<file path="src/rtl/cpu_pkg.sv">
// Shared CPU definitions: loader state encoding and instruction constants
// used by both the program loader and the halt decode.
package cpu_pkg;
    localparam int          INSTR_BYTES = 4;
    localparam logic [31:0] HALT_WORD   = 32'hFFFF_FFFF;

    typedef enum logic [3:0] {
        LD_IDLE,
        LD_LEN_LO,
        LD_LEN_HI,
        LD_DATA,
        LD_WRITE,
        LD_HALT_WR,
        LD_CHECK,
        LD_DONE,
        LD_ERROR
    } loader_state_t;
endpackage

</file>
<file path="src/rtl/program_loader_if.sv">
// Byte-stream input and instruction-memory write port of the program loader.
interface program_loader_if;
    logic        byte_valid;
    logic [7:0]  byte_data;
    logic        byte_ready;
    logic        mem_we;
    logic [31:0] mem_addr;
    logic [31:0] mem_wdata;

    // master: the loader (consumes bytes, drives memory writes)
    modport master (
        input  byte_valid, byte_data,
        output byte_ready, mem_we, mem_addr, mem_wdata
    );
    // slave: byte source / instruction memory side
    modport slave (
        output byte_valid, byte_data,
        input  byte_ready, mem_we, mem_addr, mem_wdata
    );
endinterface

</file>
<file path="src/rtl/byte_assembler.sv">
// Little-endian byte-to-word assembler: collects INSTR_BYTES bytes and flags
// the byte that completes a word, presenting the full word combinationally.
module byte_assembler
    import cpu_pkg::*;
(
    input  logic        clock,
    input  logic        reset_n,
    input  logic        clear,
    input  logic        byte_en,
    input  logic [7:0]  byte_data,
    output logic [31:0] word_nxt,
    output logic        word_valid
);
    logic [1:0]  cnt;
    logic [23:0] word_q;

    // Only the three earlier bytes need storage; the last one arrives live.
    assign word_nxt   = {byte_data, word_q};
    assign word_valid = byte_en && (cnt == 2'(INSTR_BYTES - 1));

    always_ff @(posedge clock or negedge reset_n) begin
        if (!reset_n) begin
            cnt    <= '0;
            word_q <= '0;
        end else if (clear) begin
            cnt    <= '0;
            word_q <= '0;
        end else if (byte_en) begin
            cnt    <= cnt + 2'd1;
            word_q <= {byte_data, word_q[23:8]};
        end
    end
endmodule

</file>
<file path="src/rtl/program_loader.sv">
// Streams a length-prefixed, XOR-checksummed program into instruction memory
// and holds the CPU in reset until the load verifies.
module program_loader
    import cpu_pkg::*;
#(
    parameter int          MAX_WORDS   = 256,
    parameter int          APPEND_HALT = 1,
    parameter logic [31:0] HALT_WORD   = cpu_pkg::HALT_WORD
) (
    input  logic                    clock,
    input  logic                    reset_n,
    input  logic                    start,
    program_loader_if.master        bus,
    output logic                    cpu_reset,
    output logic                    done,
    output logic                    error,
    output logic [15:0]             words_loaded
);
    // Largest legal word count leaves room for the halt word when appended.
    localparam logic [16:0] LEN_LIMIT =
        17'(MAX_WORDS - ((APPEND_HALT != 0) ? 1 : 0));

    loader_state_t state, state_nxt;
    logic [7:0]  len_lo;
    logic [15:0] len;
    logic [7:0]  chk;
    logic        xfer, launch, asm_en, word_valid;
    logic [15:0] len_full;
    logic [31:0] word_nxt;

    assign xfer     = bus.byte_valid && bus.byte_ready;
    assign len_full = {bus.byte_data, len_lo};
    assign asm_en   = xfer && (state == LD_DATA);

    byte_assembler u_asm (
        .clock      (clock),
        .reset_n    (reset_n),
        .clear      (launch),
        .byte_en    (asm_en),
        .byte_data  (bus.byte_data),
        .word_nxt   (word_nxt),
        .word_valid (word_valid)
    );

    always_ff @(posedge clock or negedge reset_n) begin
        if (!reset_n) state <= LD_IDLE;
        else          state <= state_nxt;
    end

    always_comb begin
        state_nxt = state;
        launch    = 1'b0;
        unique case (state)
            LD_IDLE, LD_DONE, LD_ERROR: begin
                if (start) begin
                    state_nxt = LD_LEN_LO;
                    launch    = 1'b1;
                end
            end
            LD_LEN_LO: if (xfer) state_nxt = LD_LEN_HI;
            LD_LEN_HI: begin
                if (xfer) begin
                    if (len_full == 16'd0 || {1'b0, len_full} > LEN_LIMIT)
                        state_nxt = LD_ERROR;
                    else
                        state_nxt = LD_DATA;
                end
            end
            LD_DATA: if (word_valid) state_nxt = LD_WRITE;
            LD_WRITE: begin
                if (words_loaded + 16'd1 == len)
                    state_nxt = (APPEND_HALT != 0) ? LD_HALT_WR : LD_CHECK;
                else
                    state_nxt = LD_DATA;
            end
            LD_HALT_WR: state_nxt = LD_CHECK;
            LD_CHECK: begin
                if (xfer) state_nxt = (bus.byte_data == chk) ? LD_DONE : LD_ERROR;
            end
            default: state_nxt = LD_IDLE;
        endcase
    end

    // Outputs are registered from the next state so they align with it.
    always_ff @(posedge clock or negedge reset_n) begin
        if (!reset_n) begin
            bus.byte_ready <= 1'b0;
            bus.mem_we     <= 1'b0;
            bus.mem_addr   <= '0;
            bus.mem_wdata  <= '0;
            cpu_reset      <= 1'b1;
            done           <= 1'b0;
            error          <= 1'b0;
            words_loaded   <= '0;
            len_lo         <= '0;
            len            <= '0;
            chk            <= '0;
        end else begin
            bus.byte_ready <= (state_nxt == LD_LEN_LO) || (state_nxt == LD_LEN_HI) ||
                              (state_nxt == LD_DATA)   || (state_nxt == LD_CHECK);
            bus.mem_we     <= (state_nxt == LD_WRITE) || (state_nxt == LD_HALT_WR);
            cpu_reset      <= (state_nxt != LD_DONE);
            done           <= (state_nxt == LD_DONE);
            error          <= (state_nxt == LD_ERROR);

            if (launch) begin
                chk          <= '0;
                words_loaded <= '0;
            end else if (xfer && state != LD_CHECK) begin
                chk <= chk ^ bus.byte_data;
            end

            if (xfer && state == LD_LEN_LO) len_lo <= bus.byte_data;
            if (xfer && state == LD_LEN_HI) len    <= len_full;

            if (state == LD_DATA && state_nxt == LD_WRITE) begin
                bus.mem_addr  <= {14'd0, words_loaded, 2'b00};
                bus.mem_wdata <= word_nxt;
            end
            if (state_nxt == LD_HALT_WR) begin
                bus.mem_addr  <= {14'd0, len, 2'b00};
                bus.mem_wdata <= HALT_WORD;
            end
            if (state == LD_WRITE) words_loaded <= words_loaded + 16'd1;
        end
    end
endmodule
</file>
<file path="src/flat_wrapper.sv">
// flat-port wrapper written by rule: the top's interface ports become plain ports
module program_loader_flat import cpu_pkg::*;
#(
    parameter int          MAX_WORDS   = 256,
    parameter int          APPEND_HALT = 1,
    parameter logic [31:0] HALT_WORD   = cpu_pkg::HALT_WORD
)
  (clock, reset_n, start, cpu_reset, done, error, words_loaded, bus_byte_valid, bus_byte_data, bus_byte_ready, bus_mem_we, bus_mem_addr, bus_mem_wdata);
  program_loader_if bus_i ();
  input  logic clock;
  input  logic reset_n;
  input  logic start;
  output logic cpu_reset;
  output logic done;
  output logic error;
  output logic [15:0] words_loaded;
  input wire logic [$bits(bus_i.byte_valid)-1:0] bus_byte_valid;
  input wire logic [$bits(bus_i.byte_data)-1:0] bus_byte_data;
  output wire logic [$bits(bus_i.byte_ready)-1:0] bus_byte_ready;
  output wire logic [$bits(bus_i.mem_we)-1:0] bus_mem_we;
  output wire logic [$bits(bus_i.mem_addr)-1:0] bus_mem_addr;
  output wire logic [$bits(bus_i.mem_wdata)-1:0] bus_mem_wdata;
  assign bus_i.byte_valid = bus_byte_valid;
  assign bus_i.byte_data = bus_byte_data;
  assign bus_byte_ready = bus_i.byte_ready;
  assign bus_mem_we = bus_i.mem_we;
  assign bus_mem_addr = bus_i.mem_addr;
  assign bus_mem_wdata = bus_i.mem_wdata;
  program_loader #(.MAX_WORDS(MAX_WORDS), .APPEND_HALT(APPEND_HALT), .HALT_WORD(HALT_WORD)) u_core (.clock(clock), .reset_n(reset_n), .start(start), .bus(bus_i), .cpu_reset(cpu_reset), .done(done), .error(error), .words_loaded(words_loaded));
endmodule
</file>
<file path="config.mk">
export PLATFORM = sky130hd
export DESIGN_NAME = program_loader_flat
export DESIGN_NICKNAME = d
export VERILOG_FILES = /design/src/rtl/cpu_pkg.sv /design/src/rtl/program_loader_if.sv /design/src/rtl/byte_assembler.sv /design/src/rtl/program_loader.sv /design/src/flat_wrapper.sv
export SDC_FILE = /design/constraint.sdc
export NUM_CORES = 1
export LEC_CHECK = 0
export CAP_MARGIN = 20
export CORE_UTILIZATION = 30
export CTS_CLUSTER_DIAMETER = 200
export DETAILED_ROUTE_END_ITERATION = 12
export GPL_ROUTABILITY_DRIVEN = 0
export PLACE_DENSITY = 0.59
export SYNTH_ARGS = -nofsm -noshare
export SYNTH_HDL_FRONTEND = slang
export SYNTH_SLANG_ARGS = --single-unit
</file>
<file path="constraint.sdc">
create_clock -name clock -period 4.45 [get_ports clock]
set_input_delay 0.89 -clock clock [delete_from_list [all_inputs] [get_ports clock]]
set_output_delay 0.89 -clock clock [all_outputs]
set_load 0.05 [all_outputs]
</file>
==> key figures <==
Outcome
  – Status: complete, no violations

Drt
  – WL/cell: between 15 and 20 um
  – Antenna viol nets, final: 0
  – 1st-pass router iterations: 5
  – Vias per cell: 4.85
  – Final Routed Wirelength: between 15000 and 20000 um
  – 1st-iter DRT viols: 390
  – DRC viols: 0
  – Via Count: a little under 5000

Worst setup path
  – CP startpoint kind: flip-flop
  – CP endpoint kind: flip-flop
  – Req. time, crit path: approximately 4.8 ns
  – CP Cell Sequence: ha_1, nand3_1, nor4_4, xnor2_1, a2111oi_2, nand4_1, or3_2, buf_4, o2bb2ai_1
  – CP Max Fanout: 35
  – Critical Path Max Stage Delay: 0.73 ns
  – Cell family with most CP delay: simple AND/OR/NAND/NOR gates
  – Setup CP Type: reg2reg
  – CP arrival: around 3.7 ns
  – Slowest-stage cell, CP: or3_2
  – Critical path buffers and inverters: 1

Synth
  – Main synth FF type: dfrtp_1
  – Seq cells post-synth: between 100 and 150
  – Synth async-reset ratio: 1.00
  – Register area share after synthesis: 0.511
  – Netlist cell types: roughly 50
  – Ys Warns: 0
  – Syn Inst Count: 645
  – Mean Syn Cell Area: between 9 and 10 um2
  – Netlist Area Pre-Place: roughly 6400 um2
  – Post-synth EDFFs: 0

Layout
  – Most frequent cells in the layout: 130 x dfrtp_1, 116 x nand2_1, 79 x clkdlybuf4s50_1, 70 x nand3_1, 43 x mux2_2
  – Share of layout cells above drive strength 1: 0.150
  – Register area: between 3000 and 4000 um2
  – Commonest non-fill, non-tap cell in the layout: dfrtp_1
  – Ant. Diodes: 0
  – Fillers: 2026
  – Multi-input gate area: 2870 um2
  – Non-Filler Instances: about 1000
  – Area growth from synthesis to layout: 25.5%
  – Net count reported at finish: 722

Clock network
  – Post-CTS Setup Bufs: 0
  – TritonCTS Buffers: 17
  – Worst-path clk slew: about 0.060 ns
  – Clk sink count: approximately 130
  – CTS H-tree depth: 4
  – Post_cts resized: 0
  – Root Driver: clkbuf_16
  – Clock tree buffer depth: 2
  – CTS tree: done
  – Worst skew pair latency: between 0.4 and 0.5 ns
  – CTS Hold Bufs: 0

STA
  – Max-slew violations: 0
  – RSZ-0062 raised after global routing: false
  – Hold Vio Cnt, Final: 0
  – Slew at the pin with the worst max-slew slack: 0.952 ns
  – Setup TNS Final: 0 ns
  – Rel. slew slack: 0.363
  – Post-layout min period: roughly 3.3 ns
  – Final worst path period share: 0.752
  – Achievable clock frequency: approximately 0.3 GHz
  – Setup Skew: approximately 0.011 ns
  – Endpoints failing setup: 0

Die
  – I/O pins: just under 100
  – Die height: between 100 and 150 um
  – Die area: 22000 um2
  – Die W: 148 um
  – Row cnt: 53
  – Core ar.: approximately 21000 um2
  – Initial Utilization: 0.305

Place
  – Port Buf Inserts: 80
  – Placed cell count: just under 1000
  – Detailed placer's ending HPWL: approximately 10000 um

Global routing
  – Largest net degree at the start of global routing: 90
  – First-pass GRT wire length: between 20000 and 30000 um
  – Tot GR Track Use: 0.151
  – Vias in the first global route: ~4800
  – Antenna violations before repair: 0
  – Overflow after GRT: 0

Pwr
  – Leakage: around 3.5 nW
  – Sequential share of power: 0.391
  – Internal Power: a little under 3 mW
  – Logic pwr share: 0.247
  – Clock network fraction of design power: 0.362
  – Power per Cell Area: 552 nW/um2
  – VDD IR max: 0.301 mV
  – Total power: 4.45 mW
  – Net Sw Frac: 0.331
  – Psw: around 1.5 mW

Flow run
  – Max-cap violation count: 0

Min path
  – Hold Path Class: reg2reg
==> routing by layer <==
metal	global-route usage	up-vias	routed length [um]
li1	-	2305	-
met1	0.211	2386	7650
met2	0.224	108	7310
met3	0.0334	28	626
met4	0.0665	0	342
met5	0	-	0
==> stage by stage <==
step | area, um2 | setup slack [ns] | utilization | hold slack [ns]
6_report | 8050 | 1.10 | 0.383 | 0.491
5_1_grt | 8050 | 0.863 | 0.383 | 0.508
4_1_cts | 8050 | 1.12 | 0.383 | 0.496
3_5_place_dp | 7380 | 1.13 | 0.351 | 0.480
3_3_place_gp | 7380 | 1.20 | 0.351 | 0.481
2_1_floorplan | 6470 | 1.49 | - | 0.492
==> worst reg2reg max path, delay by kind of cell (launching register included) <==
family | cells | cell delay, ns
flops | 1 | 0.46
simple gates | 4 | 1.54
fa+ha+maj | 1 | 0.30
xor+xnor | 1 | 0.14
compound gates | 2 | 0.42
buf+inv | 1 | 0.37
==> power by group through the flow <==
stage               clock [mW]  combinational (mW)  sequential [mW]
finish                    1.61                1.10             1.74
floorplan                    0               0.704             1.81
CTS                       1.64                1.11             1.74
global placement             0                1.08             1.76
detailed placement           0                1.10             1.76
global route              1.69                1.21             1.77
==> sequential cells by signal, indices dropped and copies added, names as in the netlist, 4 cells and up <==
name,count
u_core.bus.mem_addr,16
u_core.bus.mem_wdata,32
u_core.chk,8
u_core.len,16
u_core.len_lo,8
u_core.state,4
u_core.u_asm.word_q,24
u_core.words_loaded,16
==> cell type report <==
| class | instances | share of cell area |
|---|---|---|
| Sequential cell | 131 | 0.407 |
| Multi-Input combinational cell | 465 | 0.356 |
| Timing Repair Buffer | 89 | 0.108 |
| Clock buffer | 18 | 0.0533 |
| Tap cell | 275 | 0.0427 |
| Clock inverter | 14 | 0.0308 |
| Inverter | 4 | 0.00186 |
==> cells in the mapped netlist (8+ instances only) <==
master      n  area share
mux2_2     43       0.075
nand2_1   117       0.068
dfrtp_1   130        0.51
clkbuf_1   33       0.019
buf_4      16       0.019
xnor2_1    28       0.038
nand3_1    70       0.055
buf_2       8      0.0062
mux2_4     12       0.028
nor2_1     40       0.023
o21ai_0    32       0.025
xor2_1     13       0.018
a21oi_1    32       0.025
==> logic make-up (layout without fill, tap and decap cells) <==
logic type      after synthesis  count (layout)  synth area share
other cells                   1              16          0.000584
fa+ha+maj                     2               2           0.00390
xor+xnor                     41              41            0.0559
compound gates               82              82            0.0741
flops                       131             131             0.511
mux                          57              57             0.107
simple gates                267             267             0.195
buf+inv                      64             125            0.0532
==> path summary, 6_finish.rpt <==
check | from | to | slack [ns] | cells after the start
max | u_core.words_loaded[0] | u_core.bus.byte_ready | 1.10 | 9
min | u_core.bus.mem_wdata[5] | u_core.bus.mem_wdata[5] | 0.49 | 2
max reg2reg | u_core.words_loaded[0] | u_core.bus.byte_ready | 1.10 | 9
min reg2reg | u_core.bus.mem_wdata[5] | u_core.bus.mem_wdata[5] | 0.49 | 2
max in group asynchronous | reset_n | u_core.cpu_reset | 3.02 | 2
min in group asynchronous | reset_n | u_core.words_loaded[3] | 0.53 | 1
Note: power is estimated with default switching activity, not from simulation.
